$ cat config.mk
export PLATFORM = sky130hd
export DESIGN_NAME = abs_flat
export DESIGN_NICKNAME = d
export VERILOG_FILES = /design/src/rtl/abs_if.sv /design/src/rtl/abs.sv /design/src/flat_wrapper.sv
export SDC_FILE = /design/constraint.sdc
export NUM_CORES = 1
export LEC_CHECK = 0
export BUFFER_PORTS_ARGS = -buffer_cell sky130_fd_sc_hd__clkbuf_2
export CORE_ASPECT_RATIO = 1.25
export CORE_MARGIN = 3
export CORE_UTILIZATION = 44
export CTS_BUF_LIST = sky130_fd_sc_hd__clkbuf_8 sky130_fd_sc_hd__clkbuf_16
export CTS_CLUSTER_SIZE = 14
export DETAILED_ROUTE_END_ITERATION = 6
export GPL_ROUTABILITY_DRIVEN = 0
export PLACE_DENSITY = 0.75
export SLEW_MARGIN = 20
export SYNTH_ARGS = -nofsm -noshare
export SYNTH_HDL_FRONTEND = slang
export SYNTH_SLANG_ARGS = --single-unit
$ cat constraint.sdc
create_clock -name clk -period 2.5 [get_ports clk]
set_clock_uncertainty 0.2 [all_clocks]
set_input_delay 0.125 -clock clk [delete_from_list [all_inputs] [get_ports clk]]
set_output_delay 0.125 -clock clk [all_outputs]
set_load 0.05 [all_outputs]
$ cat src/rtl/abs_if.sv
// Handshake bundle for the abs unit: operand in, magnitude/flags out, sticky overflow status.
interface abs_if #(
    parameter int WIDTH = 32
);
    logic             in_valid;
    logic             in_ready;
    logic [WIDTH-1:0] in_data;
    logic             out_valid;
    logic             out_ready;
    logic [WIDTH-1:0] out_data;
    logic             out_neg;
    logic             out_ovf;
    logic             ovf_sticky;
    logic             ovf_clr;

    modport master (
        output in_valid, in_data, out_ready, ovf_clr,
        input  in_ready, out_valid, out_data, out_neg, out_ovf, ovf_sticky
    );

    modport slave (
        input  in_valid, in_data, out_ready, ovf_clr,
        output in_ready, out_valid, out_data, out_neg, out_ovf, ovf_sticky
    );
endinterface

$ cat src/rtl/abs.sv
// Two's-complement absolute value with a one-entry registered output and sticky overflow flag.
// Build option: define ABS_SATURATE_EN to clamp the most-negative operand to the largest positive value.
module abs #(
    parameter int WIDTH = 32
) (
    input  logic  clk,
    input  logic  rst,
    abs_if.slave  bus
);
    localparam logic signed [WIDTH-1:0] ONE     = {{(WIDTH-1){1'b0}}, 1'b1};
    localparam logic signed [WIDTH-1:0] MIN_NEG = {1'b1, {(WIDTH-1){1'b0}}};
    localparam logic signed [WIDTH-1:0] MAX_POS = {1'b0, {(WIDTH-1){1'b1}}};

    function automatic logic signed [WIDTH-1:0] negate(input logic signed [WIDTH-1:0] x);
        return (~x) + ONE;
    endfunction

    // Negating MIN_NEG has no representable result; either clamp or let it wrap to itself.
    function automatic logic signed [WIDTH-1:0] saturate_min(input logic signed [WIDTH-1:0] x);
`ifdef ABS_SATURATE_EN
        return (x == MIN_NEG) ? MAX_POS : x;
`else
        return x;
`endif
    endfunction

    logic signed [WIDTH-1:0] operand_p0;
    logic signed [WIDTH-1:0] mag_p0;
    logic                    neg_p0;
    logic                    ovf_p0;
    logic                    accept_p0;
    logic                    ready_p0;

    logic signed [WIDTH-1:0] data_p1;
    logic                    neg_p1;
    logic                    ovf_p1;
    logic                    vld_p1;
    logic                    sticky;

    // ---- stage p0: operand decode and magnitude ----
    assign operand_p0 = $signed(bus.in_data);
    assign neg_p0     = operand_p0[WIDTH-1];
    assign ovf_p0     = (operand_p0 == MIN_NEG);
    assign ready_p0   = !vld_p1 || bus.out_ready;
    assign accept_p0  = bus.in_valid && ready_p0;

    always_comb begin
        mag_p0 = operand_p0;
        if (ovf_p0)
            mag_p0 = saturate_min(operand_p0);
        else if (neg_p0)
            mag_p0 = negate(operand_p0);
    end

    // ---- stage p1: output register, reloaded on acceptance, emptied on drain ----
    always_ff @(posedge clk) begin
        if (rst) begin
            vld_p1  <= 1'b0;
            data_p1 <= '0;
            neg_p1  <= 1'b0;
            ovf_p1  <= 1'b0;
        end else if (accept_p0) begin
            vld_p1  <= 1'b1;
            data_p1 <= mag_p0;
            neg_p1  <= neg_p0;
            ovf_p1  <= ovf_p0;
        end else if (bus.out_ready) begin
            vld_p1  <= 1'b0;
        end
    end

    // A new overflow acceptance beats a simultaneous clear so no event is lost.
    always_ff @(posedge clk) begin
        if (rst)
            sticky <= 1'b0;
        else if (accept_p0 && ovf_p0)
            sticky <= 1'b1;
        else if (bus.ovf_clr)
            sticky <= 1'b0;
    end

    assign bus.in_ready   = ready_p0;
    assign bus.out_valid  = vld_p1;
    assign bus.out_data   = data_p1;
    assign bus.out_neg    = neg_p1;
    assign bus.out_ovf    = ovf_p1;
    assign bus.ovf_sticky = sticky;
endmodule

$ cat src/flat_wrapper.sv
// flat-port wrapper written by rule: the top's interface ports become plain ports
module abs_flat 
#(
    parameter int WIDTH = 32
)
  (clk, rst, bus_in_valid, bus_in_data, bus_out_ready, bus_ovf_clr, bus_in_ready, bus_out_valid, bus_out_data, bus_out_neg, bus_out_ovf, bus_ovf_sticky);
  abs_if #(.WIDTH(WIDTH)) bus_i ();
  input  logic clk;
  input  logic rst;
  input wire logic [$bits(bus_i.in_valid)-1:0] bus_in_valid;
  input wire logic [$bits(bus_i.in_data)-1:0] bus_in_data;
  input wire logic [$bits(bus_i.out_ready)-1:0] bus_out_ready;
  input wire logic [$bits(bus_i.ovf_clr)-1:0] bus_ovf_clr;
  output wire logic [$bits(bus_i.in_ready)-1:0] bus_in_ready;
  output wire logic [$bits(bus_i.out_valid)-1:0] bus_out_valid;
  output wire logic [$bits(bus_i.out_data)-1:0] bus_out_data;
  output wire logic [$bits(bus_i.out_neg)-1:0] bus_out_neg;
  output wire logic [$bits(bus_i.out_ovf)-1:0] bus_out_ovf;
  output wire logic [$bits(bus_i.ovf_sticky)-1:0] bus_ovf_sticky;
  assign bus_i.in_valid = bus_in_valid;
  assign bus_i.in_data = bus_in_data;
  assign bus_i.out_ready = bus_out_ready;
  assign bus_i.ovf_clr = bus_ovf_clr;
  assign bus_in_ready = bus_i.in_ready;
  assign bus_out_valid = bus_i.out_valid;
  assign bus_out_data = bus_i.out_data;
  assign bus_out_neg = bus_i.out_neg;
  assign bus_out_ovf = bus_i.out_ovf;
  assign bus_ovf_sticky = bus_i.ovf_sticky;
  abs #(.WIDTH(WIDTH)) u_core (.clk(clk), .rst(rst), .bus(bus_i));
endmodule
==> results of run 1 <==
==> tightest hold or removal path: cells and delay by family <==
family,cells,cell delay (ps)
AOI/OAI and AO/OA,2,200
buffers and inverters,1,100
==> cell usage after synthesis (all sizes together) (2+ instances only) <==
cell    count
a211oi     12
a21oi       8
a311oi     13
a31oi       4
buf         2
clkbuf     16
dfxtp      36
inv         5
nand2      11
nand2b      3
nand3       2
nor2       32
nor3       14
nor4        7
o21ai      17
o31ai       4
o41ai       4
or2         2
or3        20
or4        11
or4b        2
xnor2       4
xor2        9
==> state kept, by name, summed over array words and instances (netlist names) <==
register               count
u_core.bus.out_neg         1
u_core.bus.out_ovf         1
u_core.bus.out_valid       1
u_core.bus.out_data       32
u_core.bus.ovf_sticky      1
==> power by group through the flow <==
stage	Combinational [mW]	Clock, mW	Sequential, mW
after CTS	0.447	0.392	0.640
after global placement	0.421	0	0.650
after floorplan	0.145	0	0.798
after global routing	0.479	0.416	0.644
final	0.445	0.380	0.639
after detailed placement	0.427	0	0.653
==> layout make-up <==
cell class / instances / area (um2)
clock inverters: 2 / 8.76
fillers: 384 / 1470
clock buffers: 5 / 68.8
multi-input cells: 188 / 1200
inverters: 5 / 18.8
flip-flops and latches: 36 / 721
well taps: 56 / 70.1
repair buffers: 109 / 698
==> layout by cell type (no fill, tap or decap), drive strengths merged, types with 2 or more instances in the layout <==
cell type / count
nor2: 32
xnor2: 4
o31ai: 4
o41ai: 4
clkbuf: 78
a31oi: 4
or4: 11
or4b: 2
buf: 21
o21ai: 17
dlygate4sd3: 15
inv: 6
or3: 20
a21oi: 8
a311oi: 13
nor3: 14
nor4: 7
nand2b: 3
nand2: 11
dfxtp: 36
a211oi: 12
or2: 2
xor2: 9
nand3: 2
==> worst max path at each step <==
stage / slack, ps / to
finish: 140 / u_core.bus.out_data[9]
detailed placement: -80 / u_core.bus.out_data[12]
CTS: 160 / u_core.bus.out_data[9]
global route: 20 / u_core.bus.out_data[9]
global placement: -10 / u_core.bus.out_data[13]
floorplan: 40 / u_core.bus.out_data[13]
==> per-stage QoR <==
| step | setup WS [ps] | util |
|---|---|---|
| after floorplan | 42.3 | - |
| after global placement | -11.1 | 0.601 |
| after detailed placement | -81.8 | 0.601 |
| after CTS | 161 | 0.654 |
| after global routing | 23.7 | 0.654 |
| final | 145 | 0.654 |
==> metal layers <==
metal	vias up	track usage	wire (um)
met5	-	0	0
met4	0	0.0976	126
met3	10	0.0383	294
met2	64	0.397	2970
met1	1038	0.267	2430
li1	1133	-	-
==> cell families (layout without fill, tap and decap cells) <==
| kind of cell | Yosys count | count (layout) | synth area share |
|---|---|---|---|
| buffers and inverters | 23 | 121 | 0.0501 |
| XOR/XNOR | 13 | 13 | 0.0562 |
| multiplexers | 1 | 1 | 0.00494 |
| flip-flops | 36 | 36 | 0.356 |
| AND/OR/NAND/NOR | 108 | 108 | 0.289 |
| adder cells (fa/ha/maj) | 1 | 1 | 0.00618 |
| AO/OA/AOI/OAI | 65 | 65 | 0.238 |
==> out/qor_table.md, run 1 <==
| Result | Reported | Unit |
|:---|:---|:---|
| Cell type with the highest aggregate area in the netlist | sky130_fd_sc_hd__dfxtp_1 | - |
| Ratio of total power to cell area | 525 | nW/um2 |
| Largest incremental delay on the critical path | 610 | ps |
| Via count normalized by instance count | 5.60 | - |
| Number of synthesis warnings | 0 | - |
| Detailed-routing iteration count for the pre-antenna-repair pass | 4 | - |
| Slowest cell on the critical path | sky130_fd_sc_hd__or4_1 | - |
| Sum of overflow across all layers after global routing | 0 | - |
| Number of cells on the worst hold path | 3 | - |
| Final-report setup violation count | 0 | - |
| Site Rows | 26 | - |
| Unrepaired setup endpoints after global routing | false | - |
| Port-buffer cells | 73 | - |
| Clock net sink count | 36 | - |
| Fin crit period | 2360 | ps |
| Post-Route Hold Slack | 3.30 | ps |
| Element type at the critical path start | input pin | - |
| Flops & latches, synth | 36 | - |
| Via count | 2245 | - |
| Total Neg Setup Slack | 0 | ps |
| Reported leakage power | 1.15 | nW |
| Crit Reg-Reg Startpoint | u_core.bus.out_valid | - |
| Hold buffer count at cts | 15 | - |
| Hold Crit Endpoint | u_core.bus.out_data[12] | - |
| R2R setup slack | 790 | ps |
| Syn-to-layout area delta | 37.8 | % |
| Classification of the worst-slack hold path | in -> reg | - |
| Layout net count | 383 | - |
| Share of final-layout standard cells stronger than drive strength 1 | 0.325 | - |
| Setup repair bufs after CTS | 0 | - |
| Clock transition at the register clock pins on the worst setup and hold paths after CTS | 70 | ps |
| Critical hold path startpoint | bus_in_data[12] | - |
| Die height | 81.8 | um |
| Pin slew with the least headroom to its limit | 809 | ps |
| Io pins | 74 | - |
| WL/cell | 14.5 | um |
| Crit path arrival time | 2340 | ps |
| ANT nets after route | 0 | - |
| Antenna violations before repair | 0 | - |
| Non-filler cells, final | 401 | - |
| Number of standard cells after synthesis | 247 | - |
| Summed area of non-filler cells in the final layout | 2790 | um2 |
| Result of the run | finished clean | - |
| Full die area | 5460 | um2 |
| Tcrit/Tclk final | 0.942 | - |
| Critical path class | in -> reg | - |
| Power share of the sequential group | 0.437 | - |
| Buf+Inv Stages, Crit Path | 3 | - |
| Element type at the critical path end | flip-flop | - |
| Tot GR Track Use | 0.226 | - |
| HPWL after DPL | 4340 | um |
| Area inside the core boundary | 4260 | um2 |
| Number of distinct standard cells referenced by the synthesized netlist | 37 | - |
| Horizontal die dimension | 66.7 | um |
| Top post-synthesis cells by area | sky130_fd_sc_hd__dfxtp_1 36%, sky130_fd_sc_hd__or3_1 6.2%, sky130_fd_sc_hd__nor2_1 5.9% | - |
| N_diodes | 0 | - |
| Routed WL | 5820 | um |
| Number of max-capacitance violations reported | 0 | - |
| Overall power of the completed layout | 1.46 | mW |
| Pin count of the biggest net entering global routing | 40 | - |
| Clock latency reported for the late side of the worst-skew pair | 280 | ps |
| Cell count of the worst reg-to-reg path | 5 | - |
| Number of enable-type register cells in the synthesized netlist | 0 | - |
| Sequence of cells on the critical path | dlygate4sd3_1 -> clkbuf_2 -> or4_1 -> buf_4 -> o31a_1 -> and4_1 -> nor4_1 | - |
| Comb power frac | 0.304 | - |
| Count of cell instances traversed by the critical path | 7 | - |
| Vias in the first global route | 2137 | - |
| Proportion of power drawn by the clock network | 0.259 | - |
| Syn Nets | 285 | - |
| Bufs on Longest Clock Path | 2 | - |
| Peak clock frequency supported by timing | 0.425 | GHz |
| Cell count after placement | 379 | - |
| CTS tree | built | - |
| Top cell type's share of synthesized area | 0.356 | - |
| Max Transition Viols Final | 0 | - |
| Cell-internal power | 0.947 | mW |
| Critical path required time | 2490 | ps |
| Clock buffer count from CTS | 5 | - |
| Gates resized, CTS repair | 0 | - |
| Top delay family on crit path | simple AND/OR/NAND/NOR gates | - |
| Initial detailed-routing violation count | 96 | - |
| Main flop type after synthesis | sky130_fd_sc_hd__dfxtp_1 | - |
| Hold violation total from the final report | 0 | - |
| Placed Area | 2560 | um2 |
| Maximum fanout count along the critical path | 4 | - |
| Synthesized area | 2020 | um2 |
| Clock H-tree levels | 2 | - |
| Net Sw Power | 0.517 | mW |
| Proportion of register bits with asynchronous set or reset after synthesis | 0 | - |
| Initial standard-cell utilization of the core | 0.475 | - |
| Largest voltage drop on the vdd net | 0.328 | mV |
| Avg Inst Size Synth | 8.20 | um2 |
| Worst reg2reg endpoint | u_core.bus.out_data[13] | - |
| DRC Markers | 0 | - |
| Clock Tree Root | sky130_fd_sc_hd__clkbuf_8 | - |
| Switch share | 0.353 | - |
| Crit path from | bus_in_data[29] | - |
| Register area share after synthesis | 0.356 | - |
| Wire length of the first global-routing pass | 9490 | um |
| Remaining max-slew budget at the tightest pin | 0.460 | - |
(Power assumes the default switching activity.)
==> inputs of run 2 (changes only) <==
--- a/config.mk
+++ b/config.mk
@@ -5,15 +5,16 @@
 export SDC_FILE = /design/constraint.sdc
 export NUM_CORES = 1
 export LEC_CHECK = 0
+export ABC_AREA = 1
 export BUFFER_PORTS_ARGS = -buffer_cell sky130_fd_sc_hd__clkbuf_2
 export CORE_ASPECT_RATIO = 1.25
 export CORE_MARGIN = 3
-export CORE_UTILIZATION = 44
+export CORE_UTILIZATION = 48
 export CTS_BUF_LIST = sky130_fd_sc_hd__clkbuf_8 sky130_fd_sc_hd__clkbuf_16
 export CTS_CLUSTER_SIZE = 14
 export DETAILED_ROUTE_END_ITERATION = 6
 export GPL_ROUTABILITY_DRIVEN = 0
-export PLACE_DENSITY = 0.75
+export PLACE_DENSITY_LB_ADDON = 0.2
 export SLEW_MARGIN = 20
 export SYNTH_ARGS = -nofsm -noshare
 export SYNTH_HDL_FRONTEND = slang
==> out/qor_table.md, run 2 <==
| Result | Reported | Unit |
|:---|:---|:---|
| Result of the run | finished clean | - |
| Routed WL | 7640 | um |
| Bufs on Longest Clock Path | 2 | - |
| Vias in the first global route | 2863 | - |
| Io pins | 74 | - |
| Clock buffer count from CTS | 5 | - |
| Via count | 3116 | - |
| Antenna violations before repair | 0 | - |
| Element type at the critical path start | input pin | - |
| Area inside the core boundary | 5440 | um2 |
| Tcrit/Tclk final | 0.825 | - |
| Tot GR Track Use | 0.239 | - |
| N_diodes | 0 | - |
| R2R setup slack | 880 | ps |
| Clock transition at the register clock pins on the worst setup and hold paths after CTS | 70 | ps |
| Share of final-layout standard cells stronger than drive strength 1 | 0.190 | - |
| Flops & latches, synth | 36 | - |
| Count leader, synth | sky130_fd_sc_hd__nand2_1 | - |
| Total Neg Setup Slack | 0 | ps |
| Peak clock frequency supported by timing | 0.485 | GHz |
| Unrepaired setup endpoints after global routing | false | - |
| CTS tree | built | - |
| Die height | 90.2 | um |
| Non-filler cells, final | 616 | - |
| Site Rows | 30 | - |
| Avg Inst Size Synth | 5.78 | um2 |
| HPWL after DPL | 5800 | um |
| Hold Crit Endpoint | u_core.bus.out_data[19] | - |
| Synthesized area | 2720 | um2 |
| Full die area | 6620 | um2 |
| ANT nets after route | 0 | - |
| Initial detailed-routing violation count | 297 | - |
| Number of distinct standard cells referenced by the synthesized netlist | 31 | - |
| Main flop type after synthesis | sky130_fd_sc_hd__dfxtp_1 | - |
| Initial standard-cell utilization of the core | 0.500 | - |
| Crit path arrival time | 2060 | ps |
| Reported leakage power | 1.81 | nW |
| Ratio of total power to cell area | 475 | nW/um2 |
| Critical hold path startpoint | bus_in_data[19] | - |
| Cell count of the worst reg-to-reg path | 7 | - |
| DRC Markers | 0 | - |
| Clock H-tree levels | 2 | - |
| Cell type with the highest aggregate area in the netlist | sky130_fd_sc_hd__dfxtp_1 | - |
| Pin count of the biggest net entering global routing | 53 | - |
| Top post-synthesis cells by area | sky130_fd_sc_hd__dfxtp_1 26%, sky130_fd_sc_hd__nand2_1 18%, sky130_fd_sc_hd__nor2_1 13% | - |
| Wire length of the first global-routing pass | 12800 | um |
| Final Core Density | 0.611 | - |
| Maximum fanout count along the critical path | 17 | - |
| Most frequent cells in the layout | 131 x sky130_fd_sc_hd__nand2_1, 93 x sky130_fd_sc_hd__nor2_1, 73 x sky130_fd_sc_hd__clkbuf_2 | - |
| Port-buffer cells | 73 | - |
| Syn Nets | 509 | - |
| Max FFs per register | 32 | - |
| Max Transition Viols Final | 0 | - |
| Element type at the critical path end | flip-flop | - |
| Fin crit period | 2060 | ps |
| Critical path class | in -> reg | - |
| Number of standard cells after synthesis | 471 | - |
| Number of cells on the worst hold path | 5 | - |
| Register area share after synthesis | 0.265 | - |
| Sum of overflow across all layers after global routing | 0 | - |
| Critical path required time | 2500 | ps |
| Syn-to-layout area delta | 22.1 | % |
| Number of max-capacitance violations reported | 0 | - |
| Proportion of register bits with asynchronous set or reset after synthesis | 0 | - |
| Remaining max-slew budget at the tightest pin | 0.668 | - |
| Pin slew with the least headroom to its limit | 498 | ps |
| Cell count after placement | 595 | - |
| Clock Tree Root | sky130_fd_sc_hd__clkbuf_8 | - |
| Worst reg2reg endpoint | u_core.bus.ovf_sticky | - |
| Clock net sink count | 36 | - |
| Hold violation total from the final report | 0 | - |
| Via count normalized by instance count | 5.06 | - |
| Number of enable-type register cells in the synthesized netlist | 0 | - |
| Clock latency reported for the late side of the worst-skew pair | 290 | ps |
| Sequential standard cell area | 721 | um2 |
| Number of filler cells placed in the layout | 552 | - |
| Largest voltage drop on the vdd net | 0.241 | mV |
| Footprint of the multi-input gates | 1660 | um2 |
| Detailed-routing iteration count for the pre-antenna-repair pass | 5 | - |
| Horizontal die dimension | 73.4 | um |
| Final-report setup violation count | 0 | - |
| Most frequent standard cell in the layout excluding fill and tap cells | sky130_fd_sc_hd__nand2_1 | - |
| Top cell type's share of synthesized area | 0.265 | - |
| Layout net count | 589 | - |
| WL/cell | 12.4 | um |
| Classification of the worst-slack hold path | in -> reg | - |
| Most frequent cells after synthesis | 131 x sky130_fd_sc_hd__nand2_1, 93 x sky130_fd_sc_hd__nor2_1, 67 x sky130_fd_sc_hd__inv_1 | - |
| Crit Reg-Reg Startpoint | u_core.bus.out_valid | - |
| Number of synthesis warnings | 0 | - |
==> run 2: final cells by class <==
class	instances	share of cell area
Clock buffer	6	0.0248
Clock inverter	2	0.00339
Inverter	68	0.0767
Multi-Input combinational cell	351	0.498
Sequential cell	36	0.217
Tap cell	64	0.0241
Timing Repair Buffer	89	0.156
==> run 2: routing by layer <==
layer,global-route usage,part of all wire
met3,0.0481,0.065
met5,0,0
met2,0.407,0.49
met1,0.288,0.41
met4,0.0906,0.030
==> run 2: worst max-delay path: stages <==
cell,delay (ps)
sky130_fd_sc_hd__dlygate4sd3_1,530
sky130_fd_sc_hd__clkbuf_2,110
sky130_fd_sc_hd__inv_1,70
sky130_fd_sc_hd__ha_1,310
sky130_fd_sc_hd__nand2_4,140
sky130_fd_sc_hd__nor2_8,140
sky130_fd_sc_hd__nand4_4,260
sky130_fd_sc_hd__nand4_1,160
sky130_fd_sc_hd__nand3_1,90
sky130_fd_sc_hd__nand2_1,70
sky130_fd_sc_hd__inv_1,40
==> run 2: how the worst max path moves through the flow <==
stage / cells past startpoint / from / to / slack (ps)
floorplan: 7 / u_core.bus.out_valid / u_core.bus.out_data[4] / 200
global placement: 10 / bus_in_data[0] / u_core.bus.out_data[15] / 690
detailed placement: 10 / bus_in_data[0] / u_core.bus.out_data[15] / 680
CTS: 11 / bus_in_data[0] / u_core.bus.out_data[15] / 440
global route: 12 / bus_in_data[0] / u_core.bus.out_data[27] / 290
finish: 11 / bus_in_data[0] / u_core.bus.out_data[25] / 440
==> run 2: cells by family (layout without fill, tap and decap cells) <==
family                   Yosys count  in the layout  share of synthesized area
adder cells (fa/ha/maj)            1              1                    0.00459
flip-flops                        36             36                      0.265
buffers and inverters             84            165                      0.127
XOR/XNOR                           7              7                     0.0225
AND/OR/NAND/NOR                  287            287                      0.461
AO/OA/AOI/OAI                     56             56                      0.121
==> run 2: through the flow <==
step / cell area [um2] / setup slack [ps] / power (mW) / hold slack [ps]
4_1_cts: 3330 / 436 / 1.58 / 2.44
6_report: 3330 / 439 / 1.58 / 3.98
2_1_floorplan: 2720 / 204 / 1.00 / 73.2
5_1_grt: 3330 / 290 / 1.67 / 20.6
3_5_place_dp: 3100 / 680 / 1.13 / 202
3_3_place_gp: 3100 / 691 / 1.13 / 194
==> run 2: timing repair <==
item / in CTS / in global routing
endpoints found under the hold margin: 13 / 0
resized for setup: 0 / 0
buffers inserted: 0 / 0
hold buffers: 13 / 0
==> run 2: power breakdown <==
group | total [mW] | switching [mW] | leakage (nW) | internal [mW]
logic | 0.500 | 0.359 | 1.47 | 0.141
clock network | 0.440 | 0.220 | 0.0486 | 0.220
registers | 0.637 | 0.0209 | 0.298 | 0.617
total | 1.58 | 0.601 | 1.81 | 0.978
